## config.mk

```make
export PLATFORM = sky130hd
export DESIGN_NAME = mux41_arbiter
export DESIGN_NICKNAME = d
export VERILOG_FILES = /design/src/rtl/arb_pkg.sv /design/src/rtl/rr_pick4.sv /design/src/rtl/mux41_arbiter.sv
export SDC_FILE = /design/constraint.sdc
export NUM_CORES = 1
export LEC_CHECK = 0
export ABC_CLOCK_PERIOD_IN_PS = 5070
export CORE_MARGIN = 5
export CORE_UTILIZATION = 45
export CTS_BUF_LIST = sky130_fd_sc_hd__clkbuf_8
export DETAILED_ROUTE_END_ITERATION = 16
export GPL_ROUTABILITY_DRIVEN = 0
export PLACE_DENSITY = 0.66
export SLEW_MARGIN = 20
export SYNTH_ARGS = -nofsm -noshare
export SYNTH_HDL_FRONTEND = slang
export SYNTH_SLANG_ARGS = --single-unit
```

## constraint.sdc

```tcl
create_clock -name clk -period 5.07 [get_ports clk]
set_input_delay 1.014 -clock clk [delete_from_list [all_inputs] [get_ports clk]]
set_output_delay 1.014 -clock clk [all_outputs]
set_load 0.02 [all_outputs]
```

## src/rtl/arb_pkg.sv

```systemverilog
// Shared constants for the four-way round-robin mux select arbiter.
package arb_pkg;

    localparam int unsigned NREQ = 4;
    localparam int unsigned IDXW = 2;

    localparam logic [0:0] ST_IDLE = 1'b0;
    localparam logic [0:0] ST_OWN  = 1'b1;

endpackage

```

## src/rtl/rr_pick4.sv

```systemverilog
// Combinational rotating priority pick: first set request scanning from start, wrapping mod 4.
module rr_pick4
    import arb_pkg::*;
(
    input  logic [NREQ-1:0] req,
    input  logic [IDXW-1:0] start,
    output logic [IDXW-1:0] idx,
    output logic            any
);

    logic [IDXW-1:0] cand;

    // Scan from the far end so the offset closest to start wins.
    always_comb begin
        idx  = '0;
        any  = 1'b0;
        cand = '0;
        for (int k = NREQ - 1; k >= 0; k--) begin
            cand = IDXW'(start + IDXW'(k));
            if (req[cand]) begin
                idx = cand;
                any = 1'b1;
            end
        end
    end

endmodule

```

## src/rtl/mux41_arbiter.sv

```systemverilog
// Round-robin owner of the shared mux41 datapath: registered one-hot grant and
// select, with a bounded hold time while other requesters are pending.
module mux41_arbiter
    import arb_pkg::*;
#(
    parameter int unsigned HOLD_MAX = 8,
    parameter int unsigned CW       = $clog2(HOLD_MAX)
) (
    input  logic            clk,
    input  logic            rst_n,
    input  logic [NREQ-1:0] req,
    output logic [NREQ-1:0] gnt,
    output logic [IDXW-1:0] sel,
    output logic            busy
);

    localparam logic [CW-1:0] CNT_MAX = CW'(HOLD_MAX - 1);

    logic [0:0]      state_q, state_d;
    logic [IDXW-1:0] last_q, last_d;
    logic [IDXW-1:0] sel_q, sel_d;
    logic [NREQ-1:0] gnt_q, gnt_d;
    logic            busy_q, busy_d;
    logic [CW-1:0]   cnt_q, cnt_d;

    logic [NREQ-1:0] own_mask;
    logic [NREQ-1:0] pick_req;
    logic [IDXW-1:0] pick_start;
    logic [IDXW-1:0] pick_idx;
    logic            pick_any;

    // While owning, the current owner is excluded so the pick finds a successor.
    assign own_mask   = NREQ'(1) << sel_q;
    assign pick_req   = (state_q == ST_OWN) ? (req & ~own_mask) : req;
    assign pick_start = (state_q == ST_OWN) ? IDXW'(sel_q + 1'b1) : IDXW'(last_q + 1'b1);

    rr_pick4 u_pick (
        .req   (pick_req),
        .start (pick_start),
        .idx   (pick_idx),
        .any   (pick_any)
    );

    always_ff @(posedge clk or negedge rst_n) begin
        if (!rst_n) begin
            state_q <= ST_IDLE;
            last_q  <= 2'b11;
            sel_q   <= 2'b00;
            gnt_q   <= '0;
            busy_q  <= 1'b0;
            cnt_q   <= '0;
        end else begin
            state_q <= state_d;
            last_q  <= last_d;
            sel_q   <= sel_d;
            gnt_q   <= gnt_d;
            busy_q  <= busy_d;
            cnt_q   <= cnt_d;
        end
    end

    always_comb begin
        state_d = state_q;
        last_d  = last_q;
        sel_d   = sel_q;
        gnt_d   = gnt_q;
        busy_d  = busy_q;
        cnt_d   = cnt_q;

        case (state_q)
            ST_IDLE: begin
                if (pick_any) begin
                    state_d = ST_OWN;
                    last_d  = pick_idx;
                    sel_d   = pick_idx;
                    gnt_d   = NREQ'(1) << pick_idx;
                    busy_d  = 1'b1;
                    cnt_d   = '0;
                end
            end
            ST_OWN: begin
                if (!req[sel_q]) begin
                    if (pick_any) begin
                        last_d = pick_idx;
                        sel_d  = pick_idx;
                        gnt_d  = NREQ'(1) << pick_idx;
                        cnt_d  = '0;
                    end else begin
                        state_d = ST_IDLE;
                        gnt_d   = '0;
                        busy_d  = 1'b0;
                        cnt_d   = '0;
                    end
                end else if ((cnt_q == CNT_MAX) && pick_any) begin
                    last_d = pick_idx;
                    sel_d  = pick_idx;
                    gnt_d  = NREQ'(1) << pick_idx;
                    cnt_d  = '0;
                end else if (cnt_q != CNT_MAX) begin
                    cnt_d = CW'(cnt_q + 1'b1);
                end
            end
            default: begin
                state_d = ST_IDLE;
                gnt_d   = '0;
                busy_d  = 1'b0;
                cnt_d   = '0;
            end
        endcase
    end

    assign gnt  = gnt_q;
    assign sel  = sel_q;
    assign busy = busy_q;

endmodule

```

==> results of run 1 <==
## flip-flops by register name, summed over array words and instances (netlist names)
signal	cells
state_q	1
sel	2
busy	1
last_q	2
gnt	4
cnt_q	3
## final cells by class
cell class | count | area (um^2)
multi-input combinational | 76 | 557
inverter | 5 | 18.8
clock inverter | 1 | 3.75
sequential | 13 | 328
fill | 183 | 880
clock buffer | 3 | 41.3
timing repair buffer | 12 | 120
tap | 27 | 33.8
## per-layer routing
layer / track usage (%) / share of wire [%]
met3: 3.25 / 3.6
met1: 18.6 / 51
met5: 0 / 0
met4: 5.90 / 1.5
met2: 21.3 / 44
## worst max path at each step
stage	depth (start not counted)	slack (ns)	start	end
6_report	7	2.39	req[1]	gnt[2]
5_1_grt	7	2.28	req[1]	gnt[2]
4_1_cts	7	2.40	req[1]	gnt[2]
3_5_place_dp	7	2.15	req[1]	gnt[2]
3_3_place_gp	7	2.18	req[1]	gnt[2]
2_1_floorplan	5	2.91	req[3]	sel[1]
## metrics by stage
stage / instance area (um^2) / hold WS (ns) / std cells / util (%) / setup WS, ns
finish: 1100 / 0.491 / 137 / 55.6 / 2.39
global route: 1100 / 0.539 / 137 / 55.6 / 2.28
CTS: 1100 / 0.494 / 137 / 55.6 / 2.40
detailed placement: 1060 / 0.479 / 133 / 53.3 / 2.15
global placement: 1060 / 0.481 / 133 / 53.3 / 2.18
floorplan: 936 / 0.463 / 98 / - / 2.91
## placed cells by master (no fill, tap or decap), types with 2 or more instances in the layout
cell                              count
sky130_fd_sc_hd__a211oi_1             2
sky130_fd_sc_hd__a21o_1               2
sky130_fd_sc_hd__a21oi_1              4
sky130_fd_sc_hd__a22o_1               2
sky130_fd_sc_hd__a22oi_1              2
sky130_fd_sc_hd__a31o_2               2
sky130_fd_sc_hd__clkbuf_8             3
sky130_fd_sc_hd__clkdlybuf4s50_1     12
sky130_fd_sc_hd__dfrtp_1             11
sky130_fd_sc_hd__dfstp_2              2
sky130_fd_sc_hd__ha_1                 2
sky130_fd_sc_hd__inv_1                6
sky130_fd_sc_hd__mux2i_1              4
sky130_fd_sc_hd__nand2_1              9
sky130_fd_sc_hd__nand2b_1             5
sky130_fd_sc_hd__nor2_1               6
sky130_fd_sc_hd__nor2b_1              2
sky130_fd_sc_hd__o21a_1               2
sky130_fd_sc_hd__o21ai_0              5
sky130_fd_sc_hd__o21ai_2              3
sky130_fd_sc_hd__o2bb2ai_1            3
## power by group through the flow
stage	clock network, uW	logic [uW]	registers (uW)
floorplan	0	324	216
global placement	0	406	227
detailed placement	0	412	229
CTS	93.5	414	227
global route	97.1	449	239
finish	91.8	411	228
## cells by family (layout without fill, tap and decap cells)
kind of cell,Yosys count,count (layout)
compound gates,36,36
simple gates,32,32
flops,13,13
buf+inv,9,21
mux,6,6
fa+ha+maj,2,2
==> impl_metrics.sql, run 1 <==
INSERT INTO impl_metrics (metric_group, metric, value, unit) VALUES
('status', 'status', 'finished, final reports clean', ''),
('timing', 'max_slew.worst_pin.slew', '0.658', 'ns'),
('worst_setup_path', 'data_required_time_of_the_worst_path', '5.20', 'ns'),
('clocking', 'post-cts-setup-buffer-count', '0', ''),
('worst_setup_path', 'crit_path_max_fanout', '9', ''),
('final_layout', 'drive_above_1_share', '14.5', '%'),
('floorplanning', 'die_height', '55.6', 'um'),
('global_routing', 'grt_overflow', '0', ''),
('logic_synthesis', 'edff_count_synth', '0', ''),
('logic_synthesis', 'postSynthRegisterBits', '13', ''),
('final_layout', 'fin_nets', '119', ''),
('clocking', 'clock-sinks', '13', ''),
('pwr', 'p_clk_share', '12.6', '%'),
('logic_synthesis', 'share_of_synthesized_cell_area_in_and_or_nand_and_nor_gates', '18.0', '%'),
('floorplanning', 'die_w', '55.6', 'um'),
('timing', 'finalCriticalPeriod', '2.68', 'ns'),
('logic_synthesis', 'combinational_family_with_the_most_area_after_synthesis', 'compound AO/OA/AOI/OAI gates', ''),
('placed_design', 'hpwlAfterDp', '1510', 'um'),
('timing', 'grt_setup_unrepaired', 'false', ''),
('timing', 'max_freq', '373', 'MHz'),
('clocking', 'worst_setup_hold_path_clk_slew', '0.05', 'ns'),
('logic_synthesis', 'compound_gate_fraction_of_synth_area', '29.7', '%'),
('detailed_routing', 'per_cell_via_count_in_the_routed_design', '5.66', ''),
('pwr', 'maximum_resistive_drop_on_vdd', '0.331', 'mV'),
('worst_setup_path', 'slowest_cell_on_crit_path', 'sky130_fd_sc_hd__clkdlybuf4s50_1', ''),
('clocking', 'postCtsHoldBufs', '0', ''),
('logic_synthesis', 'synthAdderAreaFrac', '2.67', '%'),
('worst_setup_path', 'startpoint_type', 'primary input', ''),
('logic_synthesis', 'async_flop_share', '100', '%'),
('detailed_routing', 'drtAntennaViolNets', '0', ''),
('global_routing', 'antenna_found_initial', '0', ''),
('timing', 'number_of_endpoints_failing_setup_at_the_final_stage', '0', ''),
('timing', 'timing.final.hold_violations', '0', ''),
('floorplanning', 'initial_core_util', '47.2', '%'),
('min_path', 'hold_ep', 'gnt[3]', ''),
('timing', 'worst_slew_margin_rel', '56.1', '%'),
('pwr', 'cellPowerDensity', '663', 'mW/mm^2'),
('timing', 'min_period_over_period', '52.9', '%'),
('logic_synthesis', 'yosys-mux-area-fraction', '9.09', '%'),
('clocking', 'cts_tree', 'yes', ''),
('worst_setup_path', 'ff2ff_path_depth', '5', ''),
('logic_synthesis', 'register_area_share_after_synthesis', '35.0', '%'),
('detailed_routing', 'number_of_design_rule_violations_left_after_detail_routing', '0', ''),
('clocking', 'htreeDepth', '1', ''),
('placed_design', 'port_buffers', '12', ''),
('timing', 'final_worst_clock_skew', '0.00691', 'ns'),
('worst_setup_path', 'type_of_element_capturing_the_critical_path', 'flip-flop', ''),
('logic_synthesis', 'warning_count_from_the_yosys_run', '0', ''),
('floorplanning', 'die-area', '0.00309', 'mm^2'),
('pwr', 'switching_power_total', '318', 'uW'),
('worst_setup_path', 'timing_worst_setup_path_type', 'in2reg', ''),
('timing', 'final.setup.tns', '0', 'ns'),
('logic_synthesis', 'avg_synthesized_cell_area', '9.55', 'um^2'),
('global_routing', 'global_route.usage.total', '13.9', '%'),
('detailed_routing', 'drt_iter0_drc', '19', ''),
('logic_synthesis', 'most_frequent_cells_after_synthesis', '11 x sky130_fd_sc_hd__dfrtp_1, 9 x sky130_fd_sc_hd__nand2_1, 6 x sky130_fd_sc_hd__nor2_1', ''),
('logic_synthesis', 'synth_cells', '98', ''),
('worst_setup_path', 'path_buf_inv', '2', ''),
('floorplanning', 'placement_rows', '16', ''),
('min_path', 'hold_start', 'gnt[3]', ''),
('logic_synthesis', 'yosys.area.top_type', 'sky130_fd_sc_hd__dfrtp_1', ''),
('worst_setup_path', 'cp_slowest_stage_delay', '0.64', 'ns'),
('logic_synthesis', 'synth_largest_type_area_fraction', '29.4', '%'),
('final_layout', 'layout-area-overhead-vs-synth', '17.8', '%'),
('worst_setup_path', 'timing.critical_path.max_delay_family', 'buffers and inverters', ''),
('job', 'max_cap_viol_count', '0', ''),
('pwr', 'p_seq_share', '31.2', '%'),
('worst_setup_path', 'reg2reg_to', 'gnt[1]', ''),
('clocking', 'postCtsResizedCells', '0', ''),
('pwr', 'post-layout-total-power', '731', 'uW'),
('pwr', 'static-leakage-power', '0.000489', 'uW');
Power figures use the tool's default switching activity.
==> run 2: changes to the inputs <==
- ABC_CLOCK_PERIOD_IN_PS: 5070 -> 2780
- clock period: 5.07 -> 2.78 ns (I/O delays scaled with it)
==> results of run 2 <==
The final DEF is identical to that of run 1. Status: finished, final reports clean.
Among the figures that moved: setup slack after placement 2.15 ns -> 0.320 ns; setup slack after layout 2.39 ns -> 0.558 ns; register-to-register setup slack 2.90 ns -> 0.61 ns; total power 731 uW -> 1330 uW; worst IR drop on VDD 0.331 mV -> 0.604 mV
